**config.mk**
```make
export PLATFORM = sky130hd
export DESIGN_NAME = gnss_sample_unpacker
export DESIGN_NICKNAME = d
export VERILOG_FILES = /design/src/rtl/gnss_sample_unpacker.sv
export SDC_FILE = /design/constraint.sdc
export NUM_CORES = 1
export LEC_CHECK = 0
export CELL_PAD_IN_SITES_DETAIL_PLACEMENT = 0
export CELL_PAD_IN_SITES_GLOBAL_PLACEMENT = 2
export CORE_MARGIN = 5
export CORE_UTILIZATION = 43
export DETAILED_ROUTE_END_ITERATION = 6
export PLACE_DENSITY_LB_ADDON = 0.08
export SYNTH_ARGS = -nofsm -noshare
export SYNTH_HDL_FRONTEND = slang
export SYNTH_SLANG_ARGS = --single-unit
```
**constraint.sdc**
```tcl
create_clock -name aclk -period 4.42 [get_ports aclk]
set_input_delay 0.442 -clock aclk [delete_from_list [all_inputs] [get_ports aclk]]
set_output_delay 0.442 -clock aclk [all_outputs]
set_load 0.005 [all_outputs]
```
**src/rtl/gnss_sample_unpacker.sv**
```systemverilog
// rtl/gnss_sample_unpacker.sv - byte FIFO feeding a 2-bit IF sample unpacker with rate strobe
// Emits one sample per rate strobe and counts strobes that find no sample ready.
module gnss_sample_unpacker #(
  parameter int FIFO_DEPTH = 16,
  parameter int DIV_W      = 16,
  parameter int CNT_W      = 16,
  localparam int PTR_W     = $clog2(FIFO_DEPTH),
  localparam int LVL_W     = PTR_W + 1
) (
  input  logic             aclk,
  input  logic             aresetn,
  input  logic [7:0]       s_axis_tdata,
  input  logic             s_axis_tvalid,
  output logic             s_axis_tready,
  input  logic             enable,
  input  logic             cfg_packed,
  input  logic [DIV_W-1:0] cfg_rate_div,
  output logic [1:0]       data_out,
  output logic             data_out_valid,
  output logic [LVL_W-1:0] fifo_level,
  output logic [CNT_W-1:0] underrun_cnt
);

  typedef enum logic {IDLE, RUN} state_t;

  state_t           state_q, state_d;
  logic [7:0]       mem_q [FIFO_DEPTH];
  logic [PTR_W-1:0] wr_ptr_q, wr_ptr_d, rd_ptr_q, rd_ptr_d;
  logic [LVL_W-1:0] level_q, level_d;
  logic [7:0]       shift_q, shift_d;
  logic [2:0]       rem_q, rem_d;
  logic [DIV_W-1:0] cnt_q, cnt_d;
  logic [1:0]       data_q, data_d;
  logic             valid_q, valid_d;
  logic [CNT_W-1:0] underrun_q, underrun_d;

  logic             push, pop, strobe, emit, fifo_empty;
  logic [DIV_W-1:0] cnt_base;
  logic [2:0]       rem_after;
  logic [7:0]       shift_after;

  assign s_axis_tready = aresetn && (level_q < LVL_W'(FIFO_DEPTH));
  assign push          = s_axis_tvalid && s_axis_tready;
  assign fifo_empty    = (level_q == '0);

  always_comb begin
    state_d     = state_q;
    cnt_d       = '0;
    shift_d     = shift_q;
    rem_d       = rem_q;
    data_d      = data_q;
    valid_d     = 1'b0;
    underrun_d  = underrun_q;
    wr_ptr_d    = wr_ptr_q;
    rd_ptr_d    = rd_ptr_q;
    level_d     = level_q;

    case (state_q)
      IDLE:    if (enable) state_d = RUN;
      RUN:     if (!enable) state_d = IDLE;
      default: state_d = IDLE;
    endcase

    // Counter restarts from zero on every IDLE->RUN entry.
    cnt_base = (state_q == RUN) ? cnt_q : '0;
    strobe   = enable && (cnt_base == cfg_rate_div);
    if (enable && !strobe) cnt_d = cnt_base + 1'b1;

    emit        = strobe && (rem_q != 3'd0);
    rem_after   = emit ? rem_q - 3'd1 : rem_q;
    shift_after = emit ? {2'b00, shift_q[7:2]} : shift_q;

    // Reloading on the same cycle the last sample leaves keeps back-to-back output.
    pop = enable && (rem_after == 3'd0) && !fifo_empty;
    if (pop) begin
      shift_d  = mem_q[rd_ptr_q];
      rem_d    = cfg_packed ? 3'd4 : 3'd1;
      rd_ptr_d = rd_ptr_q + 1'b1;
    end else begin
      shift_d  = shift_after;
      rem_d    = rem_after;
    end

    if (emit) begin
      data_d  = shift_q[1:0];
      valid_d = 1'b1;
    end
    if (strobe && (rem_q == 3'd0) && (underrun_q != '1)) underrun_d = underrun_q + 1'b1;

    if (push) wr_ptr_d = wr_ptr_q + 1'b1;
    case ({push, pop})
      2'b10:   level_d = level_q + 1'b1;
      2'b01:   level_d = level_q - 1'b1;
      default: level_d = level_q;
    endcase
  end

  always_ff @(posedge aclk) begin
    if (push) mem_q[wr_ptr_q] <= s_axis_tdata;
  end

  always_ff @(posedge aclk or negedge aresetn) begin
    if (!aresetn) begin
      state_q    <= IDLE;
      wr_ptr_q   <= '0;
      rd_ptr_q   <= '0;
      level_q    <= '0;
      shift_q    <= '0;
      rem_q      <= '0;
      cnt_q      <= '0;
      data_q     <= '0;
      valid_q    <= 1'b0;
      underrun_q <= '0;
    end else begin
      state_q    <= state_d;
      wr_ptr_q   <= wr_ptr_d;
      rd_ptr_q   <= rd_ptr_d;
      level_q    <= level_d;
      shift_q    <= shift_d;
      rem_q      <= rem_d;
      cnt_q      <= cnt_d;
      data_q     <= data_d;
      valid_q    <= valid_d;
      underrun_q <= underrun_d;
    end
  end

  assign data_out       = data_q;
  assign data_out_valid = valid_q;
  assign fifo_level     = level_q;
  assign underrun_cnt   = underrun_q;

endmodule

```
; Word-level counts from Yosys, hierarchy flattened
; Memory sizes are Yosys's and may differ from the RTL's.
; Cells that the tools add are included.
[totals]
regBits = 60
mem_bits_rw = 128
in_bits = 29
out_inout_bits = 25
memories = 1
[mem_list]
columns = memory, words, width, rd, rd_clocked_by_memory_dff, write_ports, line
row1 = mem_q, 16, 8, 1, 0, 1, 27  ; logic [7:0] mem_q [FIFO_DEPTH];
[op_classes]
add_sub_neg = 7
magnitude_cmp = 1
eq_ne = 4
muxes = 12
n_reduce_logical = 17
[ops]
columns = cell, count
row1 = "adder 16 x 1 -> 16 bit, second input constant", 2
row2 = two-way mux 16 bit, 2
row3 = equality test 16 bit, 1
row4 = two-way mux 8 bit, 2
row5 = "inequality test 16 bit, second input constant", 1
row6 = case mux 5 bit (2 select lines), 1
row7 = logical AND 1 bit, 9
row8 = two-way mux 3 bit, 3
row9 = "adder 4 x 1 -> 4 bit, second input constant", 2
row10 = zero test 3 bit, 2
row11 = "adder 5 x 1 -> 5 bit, second input constant", 1
row12 = zero test 5 bit, 1
row13 = "less-than comparator 5 bit, second input constant", 1
row14 = "subtractor 5 x 1 -> 5 bit, second input constant", 1
row15 = two-way mux 1 bit, 4
row16 = nonzero test 2 bit, 2
row17 = nonzero test 3 bit, 1
row18 = "subtractor 3 x 1 -> 3 bit, second input constant", 1
row19 = "equality test 2 x 1 -> 1 bit, second input constant", 1
row20 = "equality test 2 bit, second input constant", 1
row21 = zero test 1 bit, 2

; Longest topological paths before layout
[logic_depth]
depth_word = 10
mapped_depth = 18
depth_no_buf = 15

; Worst setup path after synthesis
; No wires, ideal clock.
[synth_timing]
kind = register -> register
start = reg state_q
end = reg level_q[4], in the netlist fifo_level[4]
setup_ns = 0.125
arrival_ns = 3.317
path_slack_ns = 0.978
stages_incl_launch_ff = 18
n_path_buf = 3
synth_period_minus_slack_ns = 3.442
path_cell_list = dfrtp_1 buf_6 buf_6 o21a_1 nor3_1 o22ai_1 or4_1 buf_2 nor4b_4 o21ai_4 inv_1 ha_1 xor2_1 ha_1 nor2_1 a222oi_1 nor2_1 xor2_1
[synth_between]
elab_chain_cells = 10
[synth_lines]
columns = element, line
row1 = "start, declared", 26  ; state_t state_q, state_d;
row2 = "start signal, assigned", 115  ; state_q <= state_d;
row3 = two-way mux 16 bit (*), 65  ; cnt_base = (state_q == RUN) ? cnt_q : '0;
row4 = equality test 16 bit (*), 66  ; strobe = enable && (cnt_base == cfg_rate_div);
row5 = logical AND 1 bit (*), 66
row6 = logical AND 1 bit (*), 69  ; emit = strobe && (rem_q != 3'd0);
row7 = two-way mux 3 bit (*), 70  ; rem_after = emit ? rem_q - 3'd1 : rem_q;
row8 = zero test 3 bit (*), 74  ; pop = enable && (rem_after == 3'd0) && !fifo_empty;
row9 = logical AND 1 bit (*) (2 in a row), 74
row10 = net pop, 37  ; logic push, pop, strobe, emit, fifo_empty;
row11 = equality test 2 x 1 -> 1 bit / equality test 2 bit (equally long branches), 91  ; case ({push, pop})
row12 = case mux 5 bit (2 select lines) / nonzero test 2 bit (equally long branches), -
row13 = "end signal, assigned", 118  ; level_q <= level_d;
row14 = "end, declared", 29  ; logic [LVL_W-1:0] level_q, level_d;
; Mark *: on every way through the listed nets, which the timed path passes. The rest lies on a longest branch.
; A chain may end at the register's enable or synchronous reset.

; Worst setup path in the final report
[layout_timing]
start = reg state_q
end = reg level_q[3], in the netlist fifo_level[3]
; Same word-level chain as after synthesis.

==> flow_summary.toml <==
[floorplan]
die_y_um = 149
ios = 54
die_w_um = 149
start_util_pct = 43.3
die_area_um2 = 22300
core_um2 = 19300
rows = 51

[clocking]
worstSkewPairLatency_ps = 440
path_clk_slew_ps = 70
htree_levels = 4
postCtsHoldBufs = 0
clkSinkCount = 188
cts_resized = 0
cts_setup_buffers = 0
cts_tree = "done"
cts-buffers-inserted = 17
cts-root-buf = "clkbuf_16"
cts_buffer_depth = 2

[critical_path]
worstPathMaxFanout = 26
cp_slowest_cell = "dfrtp_1"
cp-end-kind = "flop"
arrival_ps = 4320
crit_chain = "nand4b_1 > o22ai_1 > o22ai_1 > or4_1 > nor4b_4 > o21ai_4 > inv_1 > ha_1 > inv_1 > nand3_1 > o21ai_0 > a222oi_1 > nor2_1 > xor2_1"
path_class = "reg2reg"
start_kind = "flop"
required_ps = 4730
worst_path_largest_cell_delay_ps = 850

[placed_design]
pre_cts_ws_ps = 370
hpwl_um = 11100
io_buffers = 53
place.gp.congestion = 0.793

[synth]
synth_top_family_by_area = "multiplexers"
syn_area_um2 = 8340
synth_nets = 588
synth.area.mux_share_pct = 13.5
synth_ff_type = "edfxtp_1"
synthAdderAreaFrac_pct = 1.80
synth_area_leaders = "edfxtp_1, dfrtp_1, mux4_2"
synth_cells = 547
syn_avg_cell_area_um2 = 15.2
synthXorXnorAreaFrac_pct = 5.25
yosysMostFrequentCell = "edfxtp_1"
synth_top_area_share_pct = 46.1
synth_cell_types = 45
synth_area_leader_cell = "edfxtp_1"
yosys.area_share.simple_pct = 9.78
ys_ff_latch = 188
synth_compound_area_share_pct = 3.53
ys_seq_area_share_pct = 64.1
ys_warn_count = 0
synth_edf_count = 128
synthArstFlopShare_pct = 31.9
synth_common_cells = "edfxtp_1, dfrtp_1, mux4_2, xor2_1"

[sta]
setup_ws_ps = 402
finalSetupViolCount = 0
worst_pin_slew_ps = 887
finalCriticalPeriod_ps = 4020
drv_slew = 0
grt_setup_unrepaired = "no"
finalHoldViolations = 0
relSlewSlack_pct = 40.9
fmax_mhz = 249
finalCritPeriodShare_pct = 90.9
clock_skew_ps = 18.6
setup_tns_ps = 0

[detailed_routing]
num_vias = 4606
dr.pass1.iters = 4
drt_iter0_markers = 209
ant_nets = 0
vias_per_cell = 5.23
wirelength_um = 16400
drc = 0
avgRoutedWirePerCell_um = 18.7

[job]
maxCapViolations = 0

[layout]
fillers = 1642
synthToLayoutAreaGrowth_pct = 17.0
final_nets = 643
drive_gt1_share_pct = 15.3
num_antenna_cells = 0

[grt]
overflow = 0
grt_usage_pct = 15.5
grt_pass1_vias = 4803
grt_max_degree = 61
antenna_found_initial = 0
grt_pass1_wl_um = 26300

[power]
p_leak_nw = 3.51
p_per_area_nw_per_um2 = 404
ir_drop_v = 0.000260
finalPower_w = 0.00394

[outcome]
outcome = "finished, final reports clean"

[worst_hold_path]
hp-class = "in2async"
## metrics by stage
| stage | hold slack [ps] | instance area (µm²) | util (%) | cells |
|---|---|---|---|---|
| after floorplan | 146 | 8340 | - | 547 |
| final | 242 | 9760 | 50.6 | 880 |
| after global placement | 472 | 9140 | 47.4 | 848 |
| after CTS | 270 | 9760 | 50.6 | 880 |
| after global routing | 307 | 9760 | 50.6 | 880 |
| after detailed placement | 475 | 9140 | 47.4 | 848 |
## kinds of logic (layout without fill, tap and decap cells)
family	after synthesis	after routing
buffers and inverters	38	106
xor gates and xnor gates	50	50
and+or+nand+nor	154	154
adders and majority gates	12	12
muxes	63	63
AOI/OAI and AO/OA	42	42
DFF	188	188
## where the power goes
part	leakage, nW	total [W]	switching [W]	internal (W)
clock network	0.300	0.00155	0.000770	0.000782
logic	1.26	0.000334	0.000175	0.000160
registers	1.94	0.00206	0.0000781	0.00198
## flip-flops by register name, indices dropped and copies added (netlist names)
register and cells:
mem_q 128, cnt_q 16, underrun_cnt 16, shift_q 8, fifo_level 5, rd_ptr_q 4, wr_ptr_q 4, rem_q 3
data_out 2, data_out_valid 1, state_q 1
## metal layers
layer | track usage (%) | vias to the layer above | wire length, µm
met1 | 20.8 | 2332 | 7490
li1 | - | 2191 | -
met5 | 0 | - | 0
met2 | 25.6 | 73 | 8160
met4 | 3.71 | 0 | 141
met3 | 3.65 | 10 | 623
## worst max-delay path, delay by kind of cell (launching register included)
| family | cells | cell delay, ps |
|---|---|---|
| and+or+nand+nor | 5 | 1520 |
| AOI/OAI and AO/OA | 5 | 870 |
| DFF | 1 | 850 |
| buffers and inverters | 2 | 250 |
| adders and majority gates | 1 | 240 |
| xor gates and xnor gates | 1 | 140 |
## cell type report
cell class / count / area [µm²] / area share (%)
clock buffer: 17 / 425 / 4.36
sequential: 188 / 5350 / 54.8
inverter: 17 / 63.8 / 0.654
timing repair buffer: 57 / 568 / 5.82
tap: 265 / 332 / 3.40
clock inverter: 15 / 196 / 2.01
multi-input combinational: 321 / 2830 / 29.0
## path summary, 6_finish.rpt
check,slack (ps),start,cells after the start,to
worst max-delay path,400,state_q$_DFF_PN0_,14,fifo_level[3]$_DFFE_PN0P_
worst min-delay path,240,aresetn,2,cnt_q[15]$_DFF_PN0_
worst max register to register,400,state_q$_DFF_PN0_,14,fifo_level[3]$_DFFE_PN0P_
worst min register to register,490,rem_q[1]$_DFF_PN0_,2,rem_q[1]$_DFF_PN0_
max in group asynchronous,3600,aresetn,2,rd_ptr_q[0]$_DFFE_PN0P_
min in group aclk,490,rem_q[1]$_DFF_PN0_,2,rem_q[1]$_DFF_PN0_
## layout by cell type (no fill, tap or decap), types with 17 or more instances in the layout
cell type        synthesis  final
nor2_1                  30     30
edfxtp_1               128    128
xor2_1                  32     32
dfrtp_1                 60     58
inv_1                   17     17
xnor2_1                 18     18
mux4_2                  37     37
nand3_1                 24     24
and2_1                  18     18
clkbuf_16                0     17
clkdlybuf4s50_1          0     52
nand2_1                 30     30
(Power assumes the default switching activity.)
==> variant 1 (same flow settings) <==
Set the parameter `DIV_W` to 18 (it was 16).
--- a/src/rtl/gnss_sample_unpacker.sv
+++ b/src/rtl/gnss_sample_unpacker.sv
@@ -2,7 +2,7 @@
 // Emits one sample per rate strobe and counts strobes that find no sample ready.
 module gnss_sample_unpacker #(
   parameter int FIFO_DEPTH = 16,
-  parameter int DIV_W      = 16,
+  parameter int DIV_W      = 18,
   parameter int CNT_W      = 16,
   localparam int PTR_W     = $clog2(FIFO_DEPTH),
   localparam int LVL_W     = PTR_W + 1
Ports: changed (resized cfg_rate_div); port bits go from 54 to 56. The function was not compared with the original's and may differ.
==> variant 1 against the unedited design <==
Routed wire length increased by 3.4%. Sequential cell count increased by 2. Die area up 2.1%. Non-clock buffer count up 11. Critical endpoint is now fifo_level[4]. Worst setup slack improved by 0.42 ns. Synthesized cell count grew 6.9%. Largest cell class unchanged. Count of clock-buffer cells in the layout unchanged. Final area is 2.6% higher. Area after synthesis up 2.3%.
Power is not compared: it rests on default switching activity, and its combinational part moved more than twofold at a synthesized area within 25%.
==> variant 1: results (changes against the unedited design) <==
metric,value,unit,change
clk-insertion-delay-late,0.43,ns,
portBuffers,55,,+3.8%
wl_per_cell,18.4,um,-1.6%
drive_above_1_share,15.5,%,+0.19 points
yosys_warnings,0,,unchanged
gp_congestion,0.763,,-3.8%
drt_iter0_markers,233,,+11%
path_clk_slew,0.08,ns,
status,"finished, final reports clean",,
n_fill_cell,1686,,+2.7%
ys_async_sr_fraction,32.6,%,+0.72 points
clock_skew,0.0129,ns,-0.00574 ns
synth_seq_area_share,63.2,%,-0.85 points
placed_cells,891,,+5.1%
cpPeakStageDelay,0.46,ns,-0.39 ns
dr_wl_met3,544,um,-13%
gr-usage-all-layers,15.9,%,+0.47 points
ys_top_cells_by_area,"edfxtp_1 (45%), dfrtp_1 (18%), mux4_2 (11%)",,
cts_setup_buffers,0,,unchanged
slowest_stage,dfrtp_1,,
wl,17000,um,+3.4%
avgSynthCellArea,14.6,um^2,-4.3%
cp_max_fo,7,,-73%
synthDistinctLibCells,53,,+18%
hpwl,11700,um,+5.6%
wl_met1,7780,um,+3.9%
grt_start_max_net_pins,60,,-1.6%
synth_fp_nets,629,,+7.0%
maxSlewHeadroom,39.0,%,-1.9 points
met2_wirelength,8490,um,+4.0%
ys_top_cells_by_count,"edfxtp_1 (128), dfrtp_1 (62), nor2_1 (53)",,
fin_nets,690,,+7.3%
## variant 1: cell types whose count changed after synthesis, moves of 5 or more
cell | unedited run | this run
nor2_1 | 30 | 53
a21oi_1 | 2 | 16
and2_1 | 18 | 9
mux2_2 | 11 | 3
o22ai_1 | 12 | 4
nand3_1 | 24 | 17
nor2b_1 | 2 | 8
o21a_1 | 8 | 2
o21ai_0 | 7 | 13
a211oi_1 | 1 | 6
nand2_1 | 30 | 35
nand4b_1 | 8 | 3
nor3_1 | 16 | 11
xnor2_1 | 18 | 13
## variant 1: logic make-up (layout without fill, tap and decap cells)
family                   count (synthesis)  in the layout  synth area share, %
adder cells (fa/ha/maj)                 13             13                 1.91
AO/OA/AOI/OAI                           58             58                 4.68
flip-flops                             190            190                 63.2
AND/OR/NAND/NOR                        177            177                 10.5
multiplexers                            56             56                 12.7
XOR/XNOR                                49             49                 5.03
buffers and inverters                   42            116                 2.02
## variant 1: per-layer routing
layer	global-route usage, %	vias to the layer above
li1	-	2319
met1	21.8	2450
met2	26.2	69
met3	3.17	9
met4	4.22	0
met5	0	-
## variant 1: what timing repair did
| item | 4_1_cts | 5_1_grt |
|---|---|---|
| gates resized for setup | 0 | 0 |
| endpoints found under the hold margin | 3 | 0 |
| hold buffers | 1 | 0 |
## variant 1: critical path: cells and delay by family (launching register included)
kind	cells	cell delay (ns)
AO/OA/AOI/OAI	5	0.95
AND/OR/NAND/NOR	4	0.91
flip-flops	1	0.46
XOR/XNOR	3	0.45
adder cells (fa/ha/maj)	2	0.43
multiplexers	1	0.29
## variant 1: area by class of cell
type,count,area share [%]
Clock inverter,15,1.87
Clock buffer,17,4.25
Multi-Input combinational cell,353,29.6
Tap cell,265,3.31
Inverter,16,0.600
Timing Repair Buffer,68,6.45
Sequential cell,190,53.9
## variant 1: final timing paths
| kind | end | depth (start not counted) | from | slack (ns) |
|---|---|---|---|---|
| setup / recovery | fifo_level[4] | 15 | cnt_q[2] | 0.82 |
| hold / removal | state_q | 2 | aresetn | 0.37 |
| min in group aclk | underrun_cnt[10] | 1 | underrun_cnt[10] | 0.50 |
| hold reg to reg | underrun_cnt[10] | 1 | underrun_cnt[10] | 0.50 |
| setup reg to reg | fifo_level[4] | 15 | cnt_q[2] | 0.82 |
| max in group asynchronous | rd_ptr_q[0] | 3 | aresetn | 2.98 |
## variant 1: through the flow
stage	setup slack, ns	power, mW	area (um^2)	hold slack, ns
3_5_place_dp	0.371	3.42	9390	0.285
5_1_grt	0.475	5.17	10000	0.368
4_1_cts	0.778	4.96	10000	0.358
3_3_place_gp	0.454	3.41	9390	0.282
2_1_floorplan	0.928	3.05	8530	0.146
6_report	0.824	4.89	10000	0.368
==> variant 2 (same settings) <==
Made on the original files. Reset style: synchronous (`aresetn`), changed in one clocked block.
--- a/src/rtl/gnss_sample_unpacker.sv
+++ b/src/rtl/gnss_sample_unpacker.sv
@@ -99,7 +99,7 @@
     if (push) mem_q[wr_ptr_q] <= s_axis_tdata;
   end
 
-  always_ff @(posedge aclk or negedge aresetn) begin
+  always_ff @(posedge aclk) begin
     if (!aresetn) begin
       state_q    <= IDLE;
       wr_ptr_q   <= '0;
Formal check against the unedited RTL: differs if aresetn is asserted again (counterexample within 4 cycles, from zero or initial values and one cycle with aresetn low); with aresetn held inactive, the same outputs for 10 cycles.
==> variant 2 against the unedited design <==
Worst setup slack gained 0.20 ns. Sequential cell count grew 4. Fmax grew 5.3%. Routed wire length shrank 0.39%. Area after synthesis shrank 2.2%. Final area shrank 2.3%. Hold slack gained 0.21 ns. Critical endpoint is now fifo_level[3].
Power is not compared: it rests on default switching activity, and its combinational part moved more than twofold at a synthesized area within 25%.
==> variant 2: results (changes against the unedited design) <==
metric,value,unit,change
grt_pass1_vias,4827,,+0.50%
grt_start_max_net_pins,40,,-34%
synth_fp_nets,630,,+7.1%
stdcell_count,888,,+0.91%
cpPeakStageDelay,0.63,ns,-0.22 ns
cp_max_fo,27,,+3.8%
ys_top_cells_by_area,"edfxtp_1 (47%), dfxtp_1 (16%), mux4_2 (11%)",,
ys_async_sr_fraction,0,%,-32 points
placed_area,0.00891,mm^2,-2.5%
synthXorXnorAreaFrac,4.83,%,-0.42 points
worstReg2RegEnd,fifo_level[3],,
avgSynthCellArea,13.8,um^2,-9.3%
fin_nets,681,,+5.9%
gp_congestion,0.779,,-1.8%
met2_wirelength,8070,um,-1.1%
grt_pass1_wl,26600,um,+0.97%
hold_path_class,flip-flop to flip-flop,,
placed_cells,856,,+0.94%
drt_pre_antenna_iters,6,,+2
clk-insertion-delay-late,0.42,ns,-0.02 ns
avgViaCountPerCell,5.42,,+3.5%
ys_top_cells_by_count,"edfxtp_1 (128), nor2_1 (67), dfxtp_1 (64)",,
place_ws,0.288,ns,-0.0813 ns
gr-usage-all-layers,15.7,%,+0.23 points
synthAdderAreaFrac,1.69,%,-0.11 points
drt_iter0_markers,292,,+40%
status,"finished, final reports clean",,
wl_per_cell,18.4,um,-1.3%
wl_met1,7460,um,-0.35%
synthDistinctLibCells,43,,-4.4%
grtUsageMet2,25.7,%,+0.10 points
synth_mux_area_share,12.8,%,-0.69 points
dr_wl_met3,661,um,+6.1%
drive_above_1_share,13.6,%,-1.7 points
hpwl,11200,um,+0.94%
slowest_stage,dfxtp_2,,
maxSlewHeadroom,34.3,%,-6.6 points
-- variant 2: cell count changes in the layout (fill, tap and decap cells not counted), sizes merged, moves of 6 or more --
cell	delta
nor2	+37
nand2	+7
buf	+6
nand3	+7
dfrtp	-60
a21oi	+9
xnor2	-8
o21ai	-6
dfxtp	+64
and2	-10
mux2	-14
-- variant 2: what timing repair did --
item,in CTS,in global routing
setup endpoints to repair,0,1
buffers inserted,0,0
gates resized for setup,0,1
-- variant 2: area by class of cell --
| class | instances | area (um^2) |
|---|---|---|
| Clock inverter | 15 | 203 |
| Sequential cell | 192 | 5130 |
| Clock buffer | 17 | 425 |
| Tap cell | 234 | 293 |
| Fill cell | 1571 | 9170 |
| Timing Repair Buffer | 64 | 613 |
| Multi-Input combinational cell | 350 | 2820 |
| Inverter | 16 | 60.1 |
-- variant 2: critical path: cells and delay by family, from the launching register on --
kind	cells	cell delay [ns]
mux	2	0.53
compound gates	5	0.74
flops	1	0.63
buf+inv	2	0.37
simple gates	4	1.12
fa+ha+maj	1	0.36
